File: config.mk
export PLATFORM = sky130hd
export DESIGN_NAME = intrapred_ctrl_flat
export DESIGN_NICKNAME = d
export VERILOG_FILES = /design/src/rtl/intrapred_pkg.sv /design/src/rtl/intrapred_ctrl_if.sv /design/src/rtl/intrapred_ctrl.sv /design/src/flat_wrapper.sv
export SDC_FILE = /design/constraint.sdc
export NUM_CORES = 1
export LEC_CHECK = 0
export ABC_AREA = 1
export CAP_MARGIN = 25
export CELL_PAD_IN_SITES_DETAIL_PLACEMENT = 1
export CELL_PAD_IN_SITES_GLOBAL_PLACEMENT = 1
export CORE_MARGIN = 5
export CORE_UTILIZATION = 33
export CTS_CLUSTER_DIAMETER = 120
export DETAILED_ROUTE_END_ITERATION = 8
export GPL_TIMING_DRIVEN = 0
export PLACE_DENSITY = 0.81
export SLEW_MARGIN = 20
export SYNTH_ARGS = -nofsm -noshare
export SYNTH_HDL_FRONTEND = slang
export SYNTH_SLANG_ARGS = --single-unit
File: constraint.sdc
create_clock -name clk -period 2.8 [get_ports clk]
set_clock_uncertainty 0.15 [all_clocks]
set_input_delay 0.56 -clock clk [delete_from_list [all_inputs] [get_ports clk]]
set_output_delay 0.56 -clock clk [all_outputs]
set_load 0.1 [all_outputs]
File: src/rtl/intrapred_pkg.sv
// -----------------------------------------------------------------------------
// intrapred_pkg
// Shared definitions for the intra-prediction controller:
//   - controller state encoding
//   - mode width and the field layout of the packed per-macroblock mode word
//   - macroblock / sub-block index widths
//   - pack_modes(): assembles the downstream mode word from its fields
// -----------------------------------------------------------------------------
package intrapred_pkg;

    // Width of every individual mode decision.
    localparam int MODE_W  = 3;

    // Field layout of modes_out: sixteen luma 4x4 modes from bit 0 upward,
    // then luma 16x16, chroma-B and chroma-R.
    localparam int L4_BASE = 0;
    localparam int L16_LSB = 48;
    localparam int CB_LSB  = 51;
    localparam int CR_LSB  = 54;
    localparam int MODES_W = 57;

    // Index widths.
    localparam int MB_W    = 13;
    localparam int NUM_BLK = 16;
    localparam int BLK_W   = 4;
    localparam int L4_W    = NUM_BLK * MODE_W;

    typedef enum logic [2:0] {
        ST_IDLE   = 3'd0,
        ST_FETCH  = 3'd1,
        ST_PRED4  = 3'd2,
        ST_PRED16 = 3'd3,
        ST_OUT    = 3'd4
    } state_t;

    // Assemble the downstream mode word from the captured fields.
    function automatic logic [MODES_W-1:0] pack_modes(
        input logic [L4_W-1:0]   l4_flat,
        input logic [MODE_W-1:0] l16,
        input logic [MODE_W-1:0] cb,
        input logic [MODE_W-1:0] cr
    );
        logic [MODES_W-1:0] w;
        w                        = '0;
        w[L4_BASE +: L4_W]       = l4_flat;
        w[L16_LSB +: MODE_W]     = l16;
        w[CB_LSB  +: MODE_W]     = cb;
        w[CR_LSB  +: MODE_W]     = cr;
        return w;
    endfunction

endpackage

File: src/rtl/intrapred_ctrl_if.sv
// -----------------------------------------------------------------------------
// intrapred_ctrl_if
// Bundles every non-clock signal of the intra-prediction controller.
//   master : the controller (drives indices, enables and the output handshake)
//   slave  : the environment (frame control, mode decisions, downstream ready)
// Signals:
//   start, abort            frame control into the controller
//   mode_luma4x4/16x16      luma mode decisions from the sader/saver chain
//   mode_chromab/chromar    chroma mode decisions
//   out_ready               downstream acceptance of modes_out
//   mbnumber, blkidx        current macroblock and 4x4 sub-block
//   fetch_en, en_*          per-stage enables into the datapath
//   out_valid, modes_out    packed modes handed downstream
//   mb_done, frame_done     completion pulses
//   busy                    high whenever the controller is not idle
// -----------------------------------------------------------------------------
interface intrapred_ctrl_if;
    import intrapred_pkg::*;

    logic                start;
    logic                abort;
    logic [MODE_W-1:0]   mode_luma4x4;
    logic [MODE_W-1:0]   mode_luma16x16;
    logic [MODE_W-1:0]   mode_chromab;
    logic [MODE_W-1:0]   mode_chromar;
    logic                out_ready;

    logic [MB_W-1:0]     mbnumber;
    logic [BLK_W-1:0]    blkidx;
    logic                fetch_en;
    logic                en_luma4x4;
    logic                en_luma16x16;
    logic                en_chroma;
    logic                out_valid;
    logic [MODES_W-1:0]  modes_out;
    logic                mb_done;
    logic                frame_done;
    logic                busy;

    modport master (
        input  start, abort,
        input  mode_luma4x4, mode_luma16x16, mode_chromab, mode_chromar,
        input  out_ready,
        output mbnumber, blkidx,
        output fetch_en, en_luma4x4, en_luma16x16, en_chroma,
        output out_valid, modes_out, mb_done, frame_done, busy
    );

    modport slave (
        output start, abort,
        output mode_luma4x4, mode_luma16x16, mode_chromab, mode_chromar,
        output out_ready,
        input  mbnumber, blkidx,
        input  fetch_en, en_luma4x4, en_luma16x16, en_chroma,
        input  out_valid, modes_out, mb_done, frame_done, busy
    );

endinterface

File: src/rtl/intrapred_ctrl.sv
// -----------------------------------------------------------------------------
// intrapred_ctrl
// Walks the intra-prediction datapath through a frame one macroblock at a time:
// fetch the macroblock and its neighbours, run the sixteen luma 4x4 predictions,
// run the luma 16x16 and chroma predictions together, then offer the packed
// modes downstream on a valid/ready handshake.
//
// Parameters:
//   FRAME_MBS  macroblocks per frame (1..8192)
//   FETCH_LAT  cycles fetch_en is held per macroblock (>= 1)
//   PIPE_LAT   cycles from a prediction enable to a valid mode input (>= 1)
//
// Ports:
//   clk    clock
//   reset  asynchronous active-high reset
//   bus    controller side of intrapred_ctrl_if (see the interface header)
//
// Every output comes straight from a register. Enable-style outputs are
// registered from the next-state decode so they line up with the state.
// -----------------------------------------------------------------------------
module intrapred_ctrl
    import intrapred_pkg::*;
#(
    parameter int FRAME_MBS = 396,
    parameter int FETCH_LAT = 2,
    parameter int PIPE_LAT  = 3
) (
    input  logic             clk,
    input  logic             reset,
    intrapred_ctrl_if.master bus
);

    // The cycle counter is shared by FETCH and both prediction phases.
    localparam int CNT_MAX = (FETCH_LAT > PIPE_LAT) ? FETCH_LAT : PIPE_LAT;
    localparam int CNT_W   = (CNT_MAX > 1) ? $clog2(CNT_MAX) : 1;

    localparam logic [CNT_W-1:0] FETCH_LAST = CNT_W'(FETCH_LAT - 1);
    localparam logic [CNT_W-1:0] PIPE_LAST  = CNT_W'(PIPE_LAT - 1);
    localparam logic [MB_W-1:0]  MB_LAST    = MB_W'(FRAME_MBS - 1);
    localparam logic [BLK_W-1:0] BLK_LAST   = BLK_W'(NUM_BLK - 1);

    // ------------------------------------------------------------------------
    // State and registered outputs
    // ------------------------------------------------------------------------
    state_t             state_q,      state_d;
    logic [CNT_W-1:0]   cnt_q,        cnt_d;
    logic [MB_W-1:0]    mbnumber_q,   mbnumber_d;
    logic [BLK_W-1:0]   blkidx_q,     blkidx_d;
    logic               fetch_en_q,   fetch_en_d;
    logic               en_l4_q,      en_l4_d;
    logic               en_l16_q,     en_l16_d;
    logic               en_chroma_q,  en_chroma_d;
    logic               out_valid_q,  out_valid_d;
    logic               mb_done_q,    mb_done_d;
    logic               frame_done_q, frame_done_d;
    logic               busy_q,       busy_d;

    // Mode capture bank: one entry per luma 4x4 sub-block plus the tail modes.
    logic [MODE_W-1:0]  l4_q [NUM_BLK];
    logic [MODE_W-1:0]  l16_q;
    logic [MODE_W-1:0]  cb_q;
    logic [MODE_W-1:0]  cr_q;
    logic               l4_we;
    logic               tail_we;
    logic [L4_W-1:0]    l4_flat;

    // ------------------------------------------------------------------------
    // Next-state, capture strobes and next-output decode
    // ------------------------------------------------------------------------
    always_comb begin
        // NOTE: every signal written here gets a default first; a path that
        // leaves one unassigned would infer a latch.
        state_d      = state_q;
        cnt_d        = cnt_q;
        mbnumber_d   = mbnumber_q;
        blkidx_d     = blkidx_q;
        mb_done_d    = 1'b0;
        frame_done_d = 1'b0;
        l4_we        = 1'b0;
        tail_we      = 1'b0;

        case (state_q)
            ST_IDLE: begin
                if (bus.start) begin
                    state_d    = ST_FETCH;
                    mbnumber_d = '0;
                    blkidx_d   = '0;
                    cnt_d      = '0;
                end
            end

            ST_FETCH: begin
                if (cnt_q == FETCH_LAST) begin
                    state_d  = ST_PRED4;
                    blkidx_d = '0;
                    cnt_d    = '0;
                end else begin
                    cnt_d = cnt_q + CNT_W'(1);
                end
            end

            ST_PRED4: begin
                // The mode for the current sub-block is valid on the last
                // cycle of its PIPE_LAT window.
                if (cnt_q == PIPE_LAST) begin
                    l4_we = 1'b1;
                    cnt_d = '0;
                    if (blkidx_q == BLK_LAST) begin
                        // blkidx stays at 15 until the next FETCH entry.
                        state_d = ST_PRED16;
                    end else begin
                        blkidx_d = blkidx_q + BLK_W'(1);
                    end
                end else begin
                    cnt_d = cnt_q + CNT_W'(1);
                end
            end

            ST_PRED16: begin
                if (cnt_q == PIPE_LAST) begin
                    tail_we = 1'b1;
                    cnt_d   = '0;
                    state_d = ST_OUT;
                end else begin
                    cnt_d = cnt_q + CNT_W'(1);
                end
            end

            ST_OUT: begin
                // modes_out, mbnumber and blkidx only change on acceptance,
                // so they stay stable under backpressure.
                if (bus.out_ready) begin
                    mb_done_d = 1'b1;
                    if (mbnumber_q == MB_LAST) begin
                        frame_done_d = 1'b1;
                        mbnumber_d   = '0;
                        state_d      = ST_IDLE;
                    end else begin
                        mbnumber_d = mbnumber_q + MB_W'(1);
                        blkidx_d   = '0;
                        cnt_d      = '0;
                        state_d    = ST_FETCH;
                    end
                end
            end

            default: begin
                state_d = ST_IDLE;
            end
        endcase

        // Abort overrides everything, including a same-cycle start or
        // acceptance; captured modes are left untouched.
        if (bus.abort) begin
            state_d      = ST_IDLE;
            cnt_d        = '0;
            mbnumber_d   = '0;
            blkidx_d     = '0;
            mb_done_d    = 1'b0;
            frame_done_d = 1'b0;
            l4_we        = 1'b0;
            tail_we      = 1'b0;
        end

        // Enables and status follow the state being entered.
        fetch_en_d  = (state_d == ST_FETCH);
        en_l4_d     = (state_d == ST_PRED4);
        en_l16_d    = (state_d == ST_PRED16);
        en_chroma_d = (state_d == ST_PRED16);
        out_valid_d = (state_d == ST_OUT);
        busy_d      = (state_d != ST_IDLE);
    end

    // ------------------------------------------------------------------------
    // Registers
    // ------------------------------------------------------------------------
    // NOTE: sequential state uses non-blocking assignments so every register
    // samples the values present before the clock edge.
    always_ff @(posedge clk or posedge reset) begin
        if (reset) begin
            state_q      <= ST_IDLE;
            cnt_q        <= '0;
            mbnumber_q   <= '0;
            blkidx_q     <= '0;
            fetch_en_q   <= 1'b0;
            en_l4_q      <= 1'b0;
            en_l16_q     <= 1'b0;
            en_chroma_q  <= 1'b0;
            out_valid_q  <= 1'b0;
            mb_done_q    <= 1'b0;
            frame_done_q <= 1'b0;
            busy_q       <= 1'b0;
        end else begin
            state_q      <= state_d;
            cnt_q        <= cnt_d;
            mbnumber_q   <= mbnumber_d;
            blkidx_q     <= blkidx_d;
            fetch_en_q   <= fetch_en_d;
            en_l4_q      <= en_l4_d;
            en_l16_q     <= en_l16_d;
            en_chroma_q  <= en_chroma_d;
            out_valid_q  <= out_valid_d;
            mb_done_q    <= mb_done_d;
            frame_done_q <= frame_done_d;
            busy_q       <= busy_d;
        end
    end

    // NOTE: this capture bank drives modes_out directly and must read 0 after
    // reset, so it is reset like ordinary flops rather than left as a RAM.
    always_ff @(posedge clk or posedge reset) begin
        if (reset) begin
            for (int i = 0; i < NUM_BLK; i++) begin
                l4_q[i] <= '0;
            end
            l16_q <= '0;
            cb_q  <= '0;
            cr_q  <= '0;
        end else begin
            if (l4_we) begin
                l4_q[blkidx_q] <= bus.mode_luma4x4;
            end
            if (tail_we) begin
                l16_q <= bus.mode_luma16x16;
                cb_q  <= bus.mode_chromab;
                cr_q  <= bus.mode_chromar;
            end
        end
    end

    // ------------------------------------------------------------------------
    // Outputs
    // ------------------------------------------------------------------------
    always_comb begin
        l4_flat = '0;
        for (int i = 0; i < NUM_BLK; i++) begin
            l4_flat[i*MODE_W +: MODE_W] = l4_q[i];
        end
    end

    assign bus.modes_out    = pack_modes(l4_flat, l16_q, cb_q, cr_q);
    assign bus.mbnumber     = mbnumber_q;
    assign bus.blkidx       = blkidx_q;
    assign bus.fetch_en     = fetch_en_q;
    assign bus.en_luma4x4   = en_l4_q;
    assign bus.en_luma16x16 = en_l16_q;
    assign bus.en_chroma    = en_chroma_q;
    assign bus.out_valid    = out_valid_q;
    assign bus.mb_done      = mb_done_q;
    assign bus.frame_done   = frame_done_q;
    assign bus.busy         = busy_q;

endmodule

File: src/flat_wrapper.sv
// flat-port wrapper written by rule: the top's interface ports become plain ports
module intrapred_ctrl_flat import intrapred_pkg::*;
#(
    parameter int FRAME_MBS = 396,
    parameter int FETCH_LAT = 2,
    parameter int PIPE_LAT  = 3
)
  (clk, reset, bus_start, bus_abort, bus_mode_luma4x4, bus_mode_luma16x16, bus_mode_chromab, bus_mode_chromar, bus_out_ready, bus_mbnumber, bus_blkidx, bus_fetch_en, bus_en_luma4x4, bus_en_luma16x16, bus_en_chroma, bus_out_valid, bus_modes_out, bus_mb_done, bus_frame_done, bus_busy);
  intrapred_ctrl_if bus_i ();
  input  logic clk;
  input  logic reset;
  input wire logic [$bits(bus_i.start)-1:0] bus_start;
  input wire logic [$bits(bus_i.abort)-1:0] bus_abort;
  input wire logic [$bits(bus_i.mode_luma4x4)-1:0] bus_mode_luma4x4;
  input wire logic [$bits(bus_i.mode_luma16x16)-1:0] bus_mode_luma16x16;
  input wire logic [$bits(bus_i.mode_chromab)-1:0] bus_mode_chromab;
  input wire logic [$bits(bus_i.mode_chromar)-1:0] bus_mode_chromar;
  input wire logic [$bits(bus_i.out_ready)-1:0] bus_out_ready;
  output wire logic [$bits(bus_i.mbnumber)-1:0] bus_mbnumber;
  output wire logic [$bits(bus_i.blkidx)-1:0] bus_blkidx;
  output wire logic [$bits(bus_i.fetch_en)-1:0] bus_fetch_en;
  output wire logic [$bits(bus_i.en_luma4x4)-1:0] bus_en_luma4x4;
  output wire logic [$bits(bus_i.en_luma16x16)-1:0] bus_en_luma16x16;
  output wire logic [$bits(bus_i.en_chroma)-1:0] bus_en_chroma;
  output wire logic [$bits(bus_i.out_valid)-1:0] bus_out_valid;
  output wire logic [$bits(bus_i.modes_out)-1:0] bus_modes_out;
  output wire logic [$bits(bus_i.mb_done)-1:0] bus_mb_done;
  output wire logic [$bits(bus_i.frame_done)-1:0] bus_frame_done;
  output wire logic [$bits(bus_i.busy)-1:0] bus_busy;
  assign bus_i.start = bus_start;
  assign bus_i.abort = bus_abort;
  assign bus_i.mode_luma4x4 = bus_mode_luma4x4;
  assign bus_i.mode_luma16x16 = bus_mode_luma16x16;
  assign bus_i.mode_chromab = bus_mode_chromab;
  assign bus_i.mode_chromar = bus_mode_chromar;
  assign bus_i.out_ready = bus_out_ready;
  assign bus_mbnumber = bus_i.mbnumber;
  assign bus_blkidx = bus_i.blkidx;
  assign bus_fetch_en = bus_i.fetch_en;
  assign bus_en_luma4x4 = bus_i.en_luma4x4;
  assign bus_en_luma16x16 = bus_i.en_luma16x16;
  assign bus_en_chroma = bus_i.en_chroma;
  assign bus_out_valid = bus_i.out_valid;
  assign bus_modes_out = bus_i.modes_out;
  assign bus_mb_done = bus_i.mb_done;
  assign bus_frame_done = bus_i.frame_done;
  assign bus_busy = bus_i.busy;
  intrapred_ctrl #(.FRAME_MBS(FRAME_MBS), .FETCH_LAT(FETCH_LAT), .PIPE_LAT(PIPE_LAT)) u_core (.clk(clk), .reset(reset), .bus(bus_i));
endmodule
=== Word-level counts from Yosys, hierarchy flattened ===
Index checks and enable logic that the tools add are counted.

* Input port bits: 17
* Memory bits (read-only): 0
* Bits in registers: 86
* Memories: 0
* Output and inout port bits: 82
* Logic and storage cells: 108
* Memory bits (writable): 0
* Latch bits: 0

* Reduce and logical (&&, ||, !) cells: 10
* Order comparisons: 2
* Add/subtract/negate cells: 3
* Eq/ne operators: 18
* Bitwise gates (word level): 1
* $mul: 0
* Divide/modulo/power cells: 0
* Shift-type cells: 0
* Multiplexer cells: 44

{| class="wikitable"
|+ Operators with widths
! cell !! number
|-
| $mux 13 || 4
|-
| $bwmux 48 || 1
|-
| $mux 4 || 7
|-
| $pmux 13 s2 || 1
|-
| $mux 3 || 8
|-
| $pmux 4 s4 || 1
|-
| $pmux 3 s5 || 1
|-
| $add 13x1->13 const B || 1
|-
| $eq 13x9->1 const B || 1
|-
| $mux 1 || 13
|-
| $demux 3 s4 || 1
|-
| $eq 3x2->1 const B || 4
|-
| $mux 2 || 6
|-
| $ne 3x3->1 const B || 4
|-
| $reduce_bool 5->1 || 2
|-
| $pmux 2 s4 || 1
|-
| $reduce_and 7->1 || 1
|-
| $eq 3x1->1 const B || 2
|-
| $eq 3x3->1 const B || 2
|-
| $ne 3x2->1 const B || 2
|-
| $reduce_bool 3->1 || 2
|-
| $ge 5x5->1 const B || 1
|-
| $lt 5x1->1 const B || 1
|-
| $not 4->5 || 1
|-
| 10 further kinds || 10
|}

=== Depth between registers and ports, before layout ===
Gate-level depths: netlist (run 1).

* Depth in word-level cells: 6
* Mapped depth: 10
* Depth with buffers taken out: 10

=== Least setup slack after synthesis (run 1) ===
Ideal clock, no wire load.

* Kind: register -> register
* Start: reg u_core.mbnumber_q[0], in the netlist u_core.bus.mbnumber[0]
* End: reg u_core.mbnumber_q[12], in the netlist u_core.bus.mbnumber[12]
* Period minus slack after synthesis: 2.303 ns
* Path buffers: 0
* Data required time: 2.582 ns
* Setup slack: 0.497 ns
* Cell stages (with the launch flop): 10
* Library setup time: 0.068 ns
* Arrival: 2.085 ns
* Path through: dfrtp_1 ha_1 inv_1 nor2_1 nand3_1 nand2_1 nand2_1 nor2_1 nand3_1 nand2_1

* Word-level cells in the longest chain between the ends: 5
* Elaborated cells on any way between the ends: 6
* Those cells by class: 1 x add/sub; 1 x eq/ne; 4 x mux

{| class="wikitable"
|+ Ends and longest elaborated chain
! what !! line !! text
|-
| start, declared || intrapred_ctrl.sv:47 || <nowiki>logic [MB_W-1:0] mbnumber_q, mbnumber_d;</nowiki>
|-
| start signal, assigned || intrapred_ctrl.sv:196 || <nowiki>mbnumber_q <= mbnumber_d;</nowiki>
|-
| $add 13x1->13 or $eq 13x9->1 (tied branches) || intrapred_ctrl.sv:139, intrapred_ctrl.sv:134 ||
|-
| $mux 13 * || intrapred_ctrl.sv:134 || <nowiki>if (mbnumber_q == MB_LAST) begin</nowiki>
|-
| $mux 13 * || intrapred_ctrl.sv:132 || <nowiki>if (bus.out_ready) begin</nowiki>
|-
| $pmux 13 s2 * || intrapred_ctrl.sv:82 || <nowiki>case (state_q)</nowiki>
|-
| $mux 13 * || intrapred_ctrl.sv:154 || <nowiki>if (bus.abort) begin</nowiki>
|}

Mark *: on every way between the ends. The rest lies on a longest branch, timed or not. The select of a mux whose other input is x is not followed.
A chain may end at the register's enable or synchronous reset.

=== Worst setup path after layout (run 1) ===
* Start: reg u_core.mbnumber_q[10], in the netlist u_core.bus.mbnumber[10]
* End: out bus_mbnumber[10]

{| class="wikitable"
|+ RTL lines
! what !! line !! text
|-
| end, declared || flat_wrapper.sv:19 || <nowiki>output wire logic [$bits(bus_i.mbnumber)-1:0] bus_mbnumber;</nowiki>
|}

No word-level cell between the ends.

==> qor.txt, run 1 <==
OUTCOME
----------------------------------------------------------------------------
Result of the run                                               finished clean

POWER
----------------------------------------------------------------------------
Switching share of power                                               24.1%
Cell-internal power                                                  2110 uW
Leakage power summed over all cells                               0.00249 uW
Comb pwr share                                                          8.5%
Switching power                                                       669 uW
Tot Pwr                                                              2780 uW
Power per Cell Area                                               505 nW/um2
Clock network power share                                              46.1%
Worst IR Drop VDD                                                     234 uV
Share of total power in sequential cells                               45.4%

SYNTHESIS
----------------------------------------------------------------------------
Post-Synthesis Net Count                                                 497
Synth unique cells                                                        28
Seq/Total Area, Yosys                                                  53.9%
Cells after Synth                                                        475
Share of synthesized registers carrying an async set or reset           100%
Count of warnings emitted by yosys                                         0
EDFF count, synth                                                          0
Register bit count reported by yosys                                      86
Area of the mapped netlist                                          3990 um2
Mean Syn Cell Area                                                  8.40 um2
Synth Flop Type                                                 sky130_fd_sc_hd__dfrtp_1

WORST SETUP PATH
----------------------------------------------------------------------------
Worst endpoint data arrival time                                     2.00 ns
Highest net fanout along the worst path                                    7
Kind of end point of the critical path                           output port
Max incr delay on CP                                                 1.19 ns
Cell with the largest stage delay on the worst path             sky130_fd_sc_hd__clkdlybuf4s50_1
Chain of cells forming the critical path                        clkdlybuf4s50_1
R2r setup slk                                                        0.68 ns
CP Data Required Time                                                2.09 ns
Crit path buffers/inverters                                                1
Top delay family on crit path                                   buffers and inverters
Kind of start point of the critical path                           flip-flop
Classification of the worst setup path                               reg2out

CLOCK NETWORK
----------------------------------------------------------------------------
Clock buffers created by TritonCTS                                         9
Num Clock Sinks                                                           86
Maximum clock insertion buffer count                                       2
TritonCTS clock tree                                                   built
Clock insertion delay at the later pin of the skew report            0.35 ns
Reg clk slew, reported paths                                         0.06 ns
Root buffer cell                                                sky130_fd_sc_hd__clkbuf_16
H-tree levels                                                              3

TIMING
----------------------------------------------------------------------------
Setup repair after global routing missed its margin                       no
Final setup viols                                                          0
Max-slew violation count                                                   0
PnR worst setup slack                                              0.0905 ns
Relative slew margins                                                  29.0%
Crit path time final                                                 2.71 ns
Part of the cycle the worst path needs                                 96.8%
Final hold violation count                                                 0
Achievable clock frequency                                           369 MHz
Measured slew at the worst slew-check pin                            1.06 ns
Post-Route Setup TNS                                                    0 ns

FLOORPLAN
----------------------------------------------------------------------------
Number of placement rows                                                  40
Floorplan die height                                                  120 um
Overall die area                                                   14400 um2
Die X                                                                 120 um
I/O pin count                                                             99
Initial Util                                                           33.5%
Core Region                                                        11900 um2

PLACEMENT
----------------------------------------------------------------------------
Final Wtd Congestion                                                   0.839
Total of buffers placed on input and output ports                         97
Post-placement worst setup slack                                    0.421 ns
Detailed placer's ending HPWL                                        9200 um

LAYOUT
----------------------------------------------------------------------------
N_diodes                                                                   0
Number of nets at the end of the flow                                    607
Utilization after layout                                               46.2%
Share of post-route cells with drive strength above 1                  8.67%
Area growth from synthesis to layout                                   37.9%

ROUTE
----------------------------------------------------------------------------
Remaining antenna violation count after routing                            0
# DRC                                                                      0
Count of TritonRoute iterations in the first routing pass                  4
Routed via count divided by cell count                                  4.91
Detailed Route Iter0 Violations                                          194
Count of vias placed by the detailed router                             3611
Avg WL per Cell                                                      16.5 um
Overall routed net length                                           12200 um

GLOBAL ROUTING
----------------------------------------------------------------------------
GR Util All Layers                                                     17.4%
Overall overflow remaining after global route                              0
Number of global-route vias before repair                               3910
Maximum number of pins on one net before global-route repair              33
First-pass GRT wire length                                          20100 um
Initial antenna violation count                                            0

HOLD PATH
----------------------------------------------------------------------------
Worst hold-check path type                                           reg2reg

RUN
----------------------------------------------------------------------------
MaxCap Viol Count                                                          0

[metal layers]
metal	GRT usage, %	part of all wire (%)
met3	3.44	5.5
met2	30.3	50
met4	5.73	1.5
met5	0	0
met1	21.6	43
[cells by family after synthesis]
group / share of synthesized area [%]
and+or+nand+nor: 28.8
DFF: 53.9
muxes: 2.54
buffers and inverters: 5.58
adders and majority gates: 1.57
AOI/OAI and AO/OA: 7.62
[layout by cell type, fill, tap and decap left out, types with 3 or more instances in the layout]
master,synthesis,routed
sky130_fd_sc_hd__clkbuf_16,0,9
sky130_fd_sc_hd__nor3_1,3,3
sky130_fd_sc_hd__inv_2,3,3
sky130_fd_sc_hd__inv_1,43,42
sky130_fd_sc_hd__nor2_4,7,7
sky130_fd_sc_hd__o21ai_0,32,32
sky130_fd_sc_hd__mux2_2,9,9
sky130_fd_sc_hd__nand3_2,3,3
sky130_fd_sc_hd__ha_1,5,5
sky130_fd_sc_hd__a21oi_1,4,4
sky130_fd_sc_hd__nand3_1,29,29
sky130_fd_sc_hd__clkdlybuf4s50_1,0,96
sky130_fd_sc_hd__buf_2,3,3
sky130_fd_sc_hd__nand2_1,153,153
sky130_fd_sc_hd__o21ai_1,22,22
sky130_fd_sc_hd__nor2_1,45,45
sky130_fd_sc_hd__clkbuf_1,3,3
sky130_fd_sc_hd__nand4_1,10,10
sky130_fd_sc_hd__dfrtp_1,86,86
[worst paths after layout]
path                                               start                        to  depth (start not counted)
worst max-delay path             u_core.bus.mbnumber[10]          bus_mbnumber[10]                          1
worst min-delay path            u_core.bus.modes_out[46]  u_core.bus.modes_out[46]                          2
worst max register to register    u_core.bus.mbnumber[0]   u_core.bus.mbnumber[12]                          9
worst min register to register  u_core.bus.modes_out[46]  u_core.bus.modes_out[46]                          2
max in group asynchronous                          reset           u_core.cnt_q[1]                          4
min in group asynchronous                          reset    u_core.bus.mbnumber[3]                          2
[power groups by stage]
stage / registers, uW / logic, uW / clock network [uW]
floorplan: 1330 / 111 / 0
global placement: 1290 / 223 / 0
detailed placement: 1290 / 238 / 0
CTS: 1260 / 240 / 1310
global route: 1260 / 257 / 1370
finish: 1260 / 235 / 1280
[cells in the mapped netlist (3+ instances only)]
cell type,instances,area (um2)
sky130_fd_sc_hd__dfrtp_1,86,2150
sky130_fd_sc_hd__nand4_1,10,62.6
sky130_fd_sc_hd__a21oi_1,4,20.0
sky130_fd_sc_hd__nor2_1,45,169
sky130_fd_sc_hd__nor2_4,7,78.8
sky130_fd_sc_hd__clkbuf_1,3,11.3
sky130_fd_sc_hd__inv_2,3,11.3
sky130_fd_sc_hd__nand2_1,153,574
sky130_fd_sc_hd__buf_2,3,15.0
sky130_fd_sc_hd__mux2_2,9,101
sky130_fd_sc_hd__ha_1,5,62.6
sky130_fd_sc_hd__nor3_1,3,15.0
sky130_fd_sc_hd__nand3_2,3,30.0
sky130_fd_sc_hd__o21ai_0,32,160
sky130_fd_sc_hd__inv_1,43,161
sky130_fd_sc_hd__o21ai_1,22,110
sky130_fd_sc_hd__nand3_1,29,145
[final cells by class]
class	instances	area [um2]
multi-input combinational	333	1620
buffer	9	45.0
timing repair buffer	99	1010
fill	1435	6410
clock inverter	4	72.6
tap	147	184
sequential	86	2150
inverter	47	181
clock buffer	10	239
[flip-flops by register name (all words and copies together), names as in the netlist]
signal,count
u_core.bus.modes_out,48
u_core.bus.mbnumber,13
u_core.bus.blkidx,4
u_core.cb_q,3
u_core.cr_q,3
u_core.l16_q,3
u_core.state_q,3
u_core.cnt_q,2
u_core.bus.busy,1
u_core.bus.en_luma16x16,1
u_core.bus.en_luma4x4,1
u_core.bus.fetch_en,1
u_core.bus.frame_done,1
u_core.bus.mb_done,1
u_core.bus.out_valid,1
[stage by stage]
step                std cells  cell area (um2)  hold slack (ns)
CTS                       735             5500            0.340
global placement          719             5150            0.316
global route              735             5500            0.355
floorplan                 475             4000            0.308
finish                    735             5500            0.338
detailed placement        721             5190            0.325
[repair_timing]
action | in CTS | in global routing
resized for setup | 0 | 1
setup endpoints to repair | 0 | 1
setup buffers | 0 | 0
endpoints found under the hold margin | 0 | 0
hold buffers | 0 | 0
Power figures use the tool's default switching activity.
==> run 2: changes to the inputs <==
Settings changed: ABC_AREA 1 to default, CORE_UTILIZATION 33 to 34, PLACE_DENSITY 0.81 to 0.79, TNS_END_PERCENT from default to 50.
==> run 2 against run 1 <==
  * Die area fell by 6.3%
  * Fmax fell by 1.8%
  * Combinational power rose by 11%
  * Hold slack improved by 0.015 ns
  * Highest routed layer unchanged
  * Routed wire length fell by 14%
  * Largest cell class unchanged
  * Design area fell by 3.1%
  * Critical endpoint is now bus_mbnumber[5]
  * Critical path depth did not move
==> qor.txt, run 2 <==
OUTCOME
----------------------------------------------------------------------------
Result of the run                                               finished clean

SYNTHESIS
----------------------------------------------------------------------------
Synth unique cells                                                        47   +68%
Area of the mapped netlist                                          3830 um2   -4.0%
Cell type with the largest total area after synthesis           sky130_fd_sc_hd__dfrtp_1
Dominant cells by area after synthesis                          sky130_fd_sc_hd__dfrtp_1 56%, sky130_fd_sc_hd__mux2_2 18%, sky130_fd_sc_hd__nand2_1 3.8%, sky130_fd_sc_hd__nor2_1 2.0%, sky130_fd_sc_hd__ha_1 1.6%
Count of warnings emitted by yosys                                         0   unchanged
Top cells by count, synth                                       86 x sky130_fd_sc_hd__dfrtp_1, 60 x sky130_fd_sc_hd__mux2_2, 39 x sky130_fd_sc_hd__nand2_1, 20 x sky130_fd_sc_hd__nor2_1, 10 x sky130_fd_sc_hd__o21ai_0
Mean Syn Cell Area                                                  11.9 um2   +42%
EDFF count, synth                                                          0   unchanged
Share of synthesized registers carrying an async set or reset           100%   unchanged
Cells after Synth                                                        321   -32%
Cell with the most instances after synthesis                    sky130_fd_sc_hd__dfrtp_1
Synth Flop Type                                                 sky130_fd_sc_hd__dfrtp_1
Post-synth top area share                                              56.2%   +2.3 points
Seq/Total Area, Yosys                                                  56.2%   +2.3 points
Post-Synthesis Net Count                                                 343   -31%
Register bit count reported by yosys                                      86   unchanged

TIMING
----------------------------------------------------------------------------
Crit path time final                                                 2.76 ns   +0.0509 ns
PnR worst setup slack                                              0.0396 ns   -0.0509 ns
Measured slew at the worst slew-check pin                            1.01 ns   -0.0533 ns
Relative slew margins                                                  32.5%   +3.6 points
Final hold violation count                                                 0   unchanged
Final setup viols                                                          0   unchanged
Part of the cycle the worst path needs                                 98.6%   +1.8 points
Setup repair after global routing missed its margin                       no
Max-slew violation count                                                   0   unchanged
Achievable clock frequency                                           362 MHz   -1.8%
Final Hold Slack                                                    0.353 ns   +0.0155 ns

POWER
----------------------------------------------------------------------------
Clock network power share                                              42.2%   -3.9 points
Switching power                                                       707 uW   +5.6%
Share of total power in sequential cells                               47.9%   +2.5 points
Power per Cell Area                                               496 nW/um2   -1.8%
Tot Pwr                                                              2650 uW   -4.9%
Cell-internal power                                                  1940 uW   -8.2%
Switching share of power                                               26.7%   +2.6 points
Worst IR Drop VDD                                                     269 uV   +15%
Leakage power summed over all cells                               0.00238 uW   -4.6%
Comb pwr share                                                          9.9%   +1.4 points

CLOCK NETWORK
----------------------------------------------------------------------------
Clock insertion delay at the later pin of the skew report            0.34 ns   about the same
Root buffer cell                                                sky130_fd_sc_hd__clkbuf_16
TritonCTS clock tree                                                   built
Post-CTS Setup Bufs                                                        0   unchanged
Hold_buf cts                                                               0   unchanged
Maximum clock insertion buffer count                                       2   unchanged
H-tree levels                                                              3   unchanged
Num Clock Sinks                                                           86   unchanged
Clock buffers created by TritonCTS                                         9   unchanged
Reg clk slew, reported paths                                         0.07 ns   about the same

GLOBAL ROUTING
----------------------------------------------------------------------------
Initial antenna violation count                                            0   unchanged
Number of global-route vias before repair                               3305   -15%
Maximum number of pins on one net before global-route repair              35   +6.1%
GR Util All Layers                                                     16.3%   -1.2 points
First-pass GRT wire length                                          17100 um   -15%
Overall overflow remaining after global route                              0   unchanged

ROUTE
----------------------------------------------------------------------------
Remaining antenna violation count after routing                            0   unchanged
Routed via count divided by cell count                                  5.13   +4.5%
Avg WL per Cell                                                      18.2 um   +10%
Count of TritonRoute iterations in the first routing pass                  4   unchanged
Overall routed net length                                           10500 um   -14%
Detailed Route Iter0 Violations                                           67   -65%
Count of vias placed by the detailed router                             2962   -18%
# DRC                                                                      0   unchanged

LAYOUT
----------------------------------------------------------------------------
Share of post-route cells with drive strength above 1                  21.5%   +13 points
Most common library cell in the layout ignoring fill and taps   sky130_fd_sc_hd__clkdlybuf4s50_1
N_diodes                                                                   0   unchanged
Area growth from synthesis to layout                                   39.2%
Utilization after layout                                               48.8%   +2.5 points
Number of nets at the end of the flow                                    454   -25%
Filler-free cell count of the finished design                            577   -21%
Number of flip-flops under the largest register name                      48   unchanged
Commonest cells after routing, fill and taps aside              96 x sky130_fd_sc_hd__clkdlybuf4s50_1, 86 x sky130_fd_sc_hd__dfrtp_1, 60 x sky130_fd_sc_hd__mux2_2

RUN
----------------------------------------------------------------------------
MaxCap Viol Count                                                          0   unchanged

FLOORPLAN
----------------------------------------------------------------------------
Core Region                                                        10900 um2   -8.2%
Number of placement rows                                                  38   -5.0%
Floorplan die height                                                  116 um   -3.2%
Die X                                                                 116 um   -3.2%
I/O pin count                                                             99   unchanged
Initial Util                                                           35.0%   +1.5 points
Overall die area                                                   13500 um2   -6.3%

PLACEMENT
----------------------------------------------------------------------------
Final Wtd Congestion                                                   0.812   -3.1%
Post-placement worst setup slack                                   -0.498 ns   -0.919 ns
Detailed placer's ending HPWL                                        7730 um   -16%
Total of buffers placed on input and output ports                         98   +1.0%
Placed cells                                                             561   -22%

WORST SETUP PATH
----------------------------------------------------------------------------
Highest net fanout along the worst path                                    8   +1
Worst endpoint data arrival time                                     2.05 ns   +0.05 ns
Chain of cells forming the critical path                        clkdlybuf4s50_1
Max incr delay on CP                                                 1.20 ns   about the same
Kind of start point of the critical path                           flip-flop
Cell with the largest stage delay on the worst path             sky130_fd_sc_hd__clkdlybuf4s50_1
Crit path buffers/inverters                                                1   unchanged
CP Data Required Time                                                2.09 ns   about the same
Classification of the worst setup path                               reg2out
Kind of end point of the critical path                           output port
Top delay family on crit path                                   buffers and inverters

HOLD PATH
----------------------------------------------------------------------------
Worst hold-check path type                                           reg2reg

==> run 2: per-layer routing <==
metal | up-vias | GRT usage (%) | part of all wire, %
li1 | 1364 | - | -
met1 | 1504 | 20.4 | 44
met2 | 78 | 28.0 | 50
met3 | 16 | 2.90 | 4.1
met4 | 0 | 6.19 | 2.1
met5 | - | 0 | 0
==> run 2: kinds of logic after synthesis <==
group	synth area share [%]
AND/OR/NAND/NOR	14.8
flip-flops	56.2
multiplexers	17.6
AO/OA/AOI/OAI	6.53
buffers and inverters	2.32
adder cells (fa/ha/maj)	1.63
XOR/XNOR	0.914
==> run 2: through the flow <==
stage / area [um2] / setup TNS (ns)
floorplan: 3830 / 0
global placement: 4990 / -4.98
detailed placement: 5030 / -6.09
CTS: 5310 / 0
global route: 5330 / 0
finish: 5330 / 0
==> run 2: worst paths after layout <==
path                                             to  slack (ns)                     from  cells after the start
max                                 bus_mbnumber[5]        0.04   u_core.bus.mbnumber[5]                      1
min                         u_core.bus.modes_out[3]        0.35  u_core.bus.modes_out[3]                      1
max reg2reg                     u_core.bus.fetch_en        0.39   u_core.bus.mbnumber[5]                      5
min reg2reg                 u_core.bus.modes_out[3]        0.35  u_core.bus.modes_out[3]                      1
max in group asynchronous  u_core.bus.modes_out[34]        1.43                    reset                      3
min in group asynchronous            u_core.cb_q[0]        0.51                    reset                      2
==> run 2: final cells by class <==
| type | instances | area [um2] |
|---|---|---|
| Buffer | 12 | 55.1 |
| Inverter | 9 | 37.5 |
| Clock buffer | 10 | 229 |
| Sequential cell | 86 | 2150 |
| Tap cell | 140 | 175 |
| Multi-Input combinational cell | 214 | 1610 |
| Clock inverter | 6 | 46.3 |
| Timing Repair Buffer | 100 | 1030 |
| Fill cell | 1162 | 5600 |
==> run 2: what timing repair did <==
item,4_1_cts,5_1_grt
gates resized for setup,1,4
endpoints found under the setup margin,3,14
endpoints found under the hold margin,0,0
==> run 2: power by group through the flow <==
stage          logic [uW]  registers [uW]  clock network [uW]
2_1_floorplan        80.7            1380                   0
3_3_place_gp          252            1290                   0
3_5_place_dp          264            1290                   0
4_1_cts               265            1270                1150
5_1_grt               280            1270                1190
6_report              261            1270                1120
==> run 2: worst reg2reg max path: stages, from the launching register on <==
cell and delay [ns]:
sky130_fd_sc_hd__dfrtp_1 0.48, sky130_fd_sc_hd__or4_4 0.62, sky130_fd_sc_hd__nor4_4 0.45, sky130_fd_sc_hd__nor2_2 0.10, sky130_fd_sc_hd__o31a_1 0.29, sky130_fd_sc_hd__and3_1 0.21
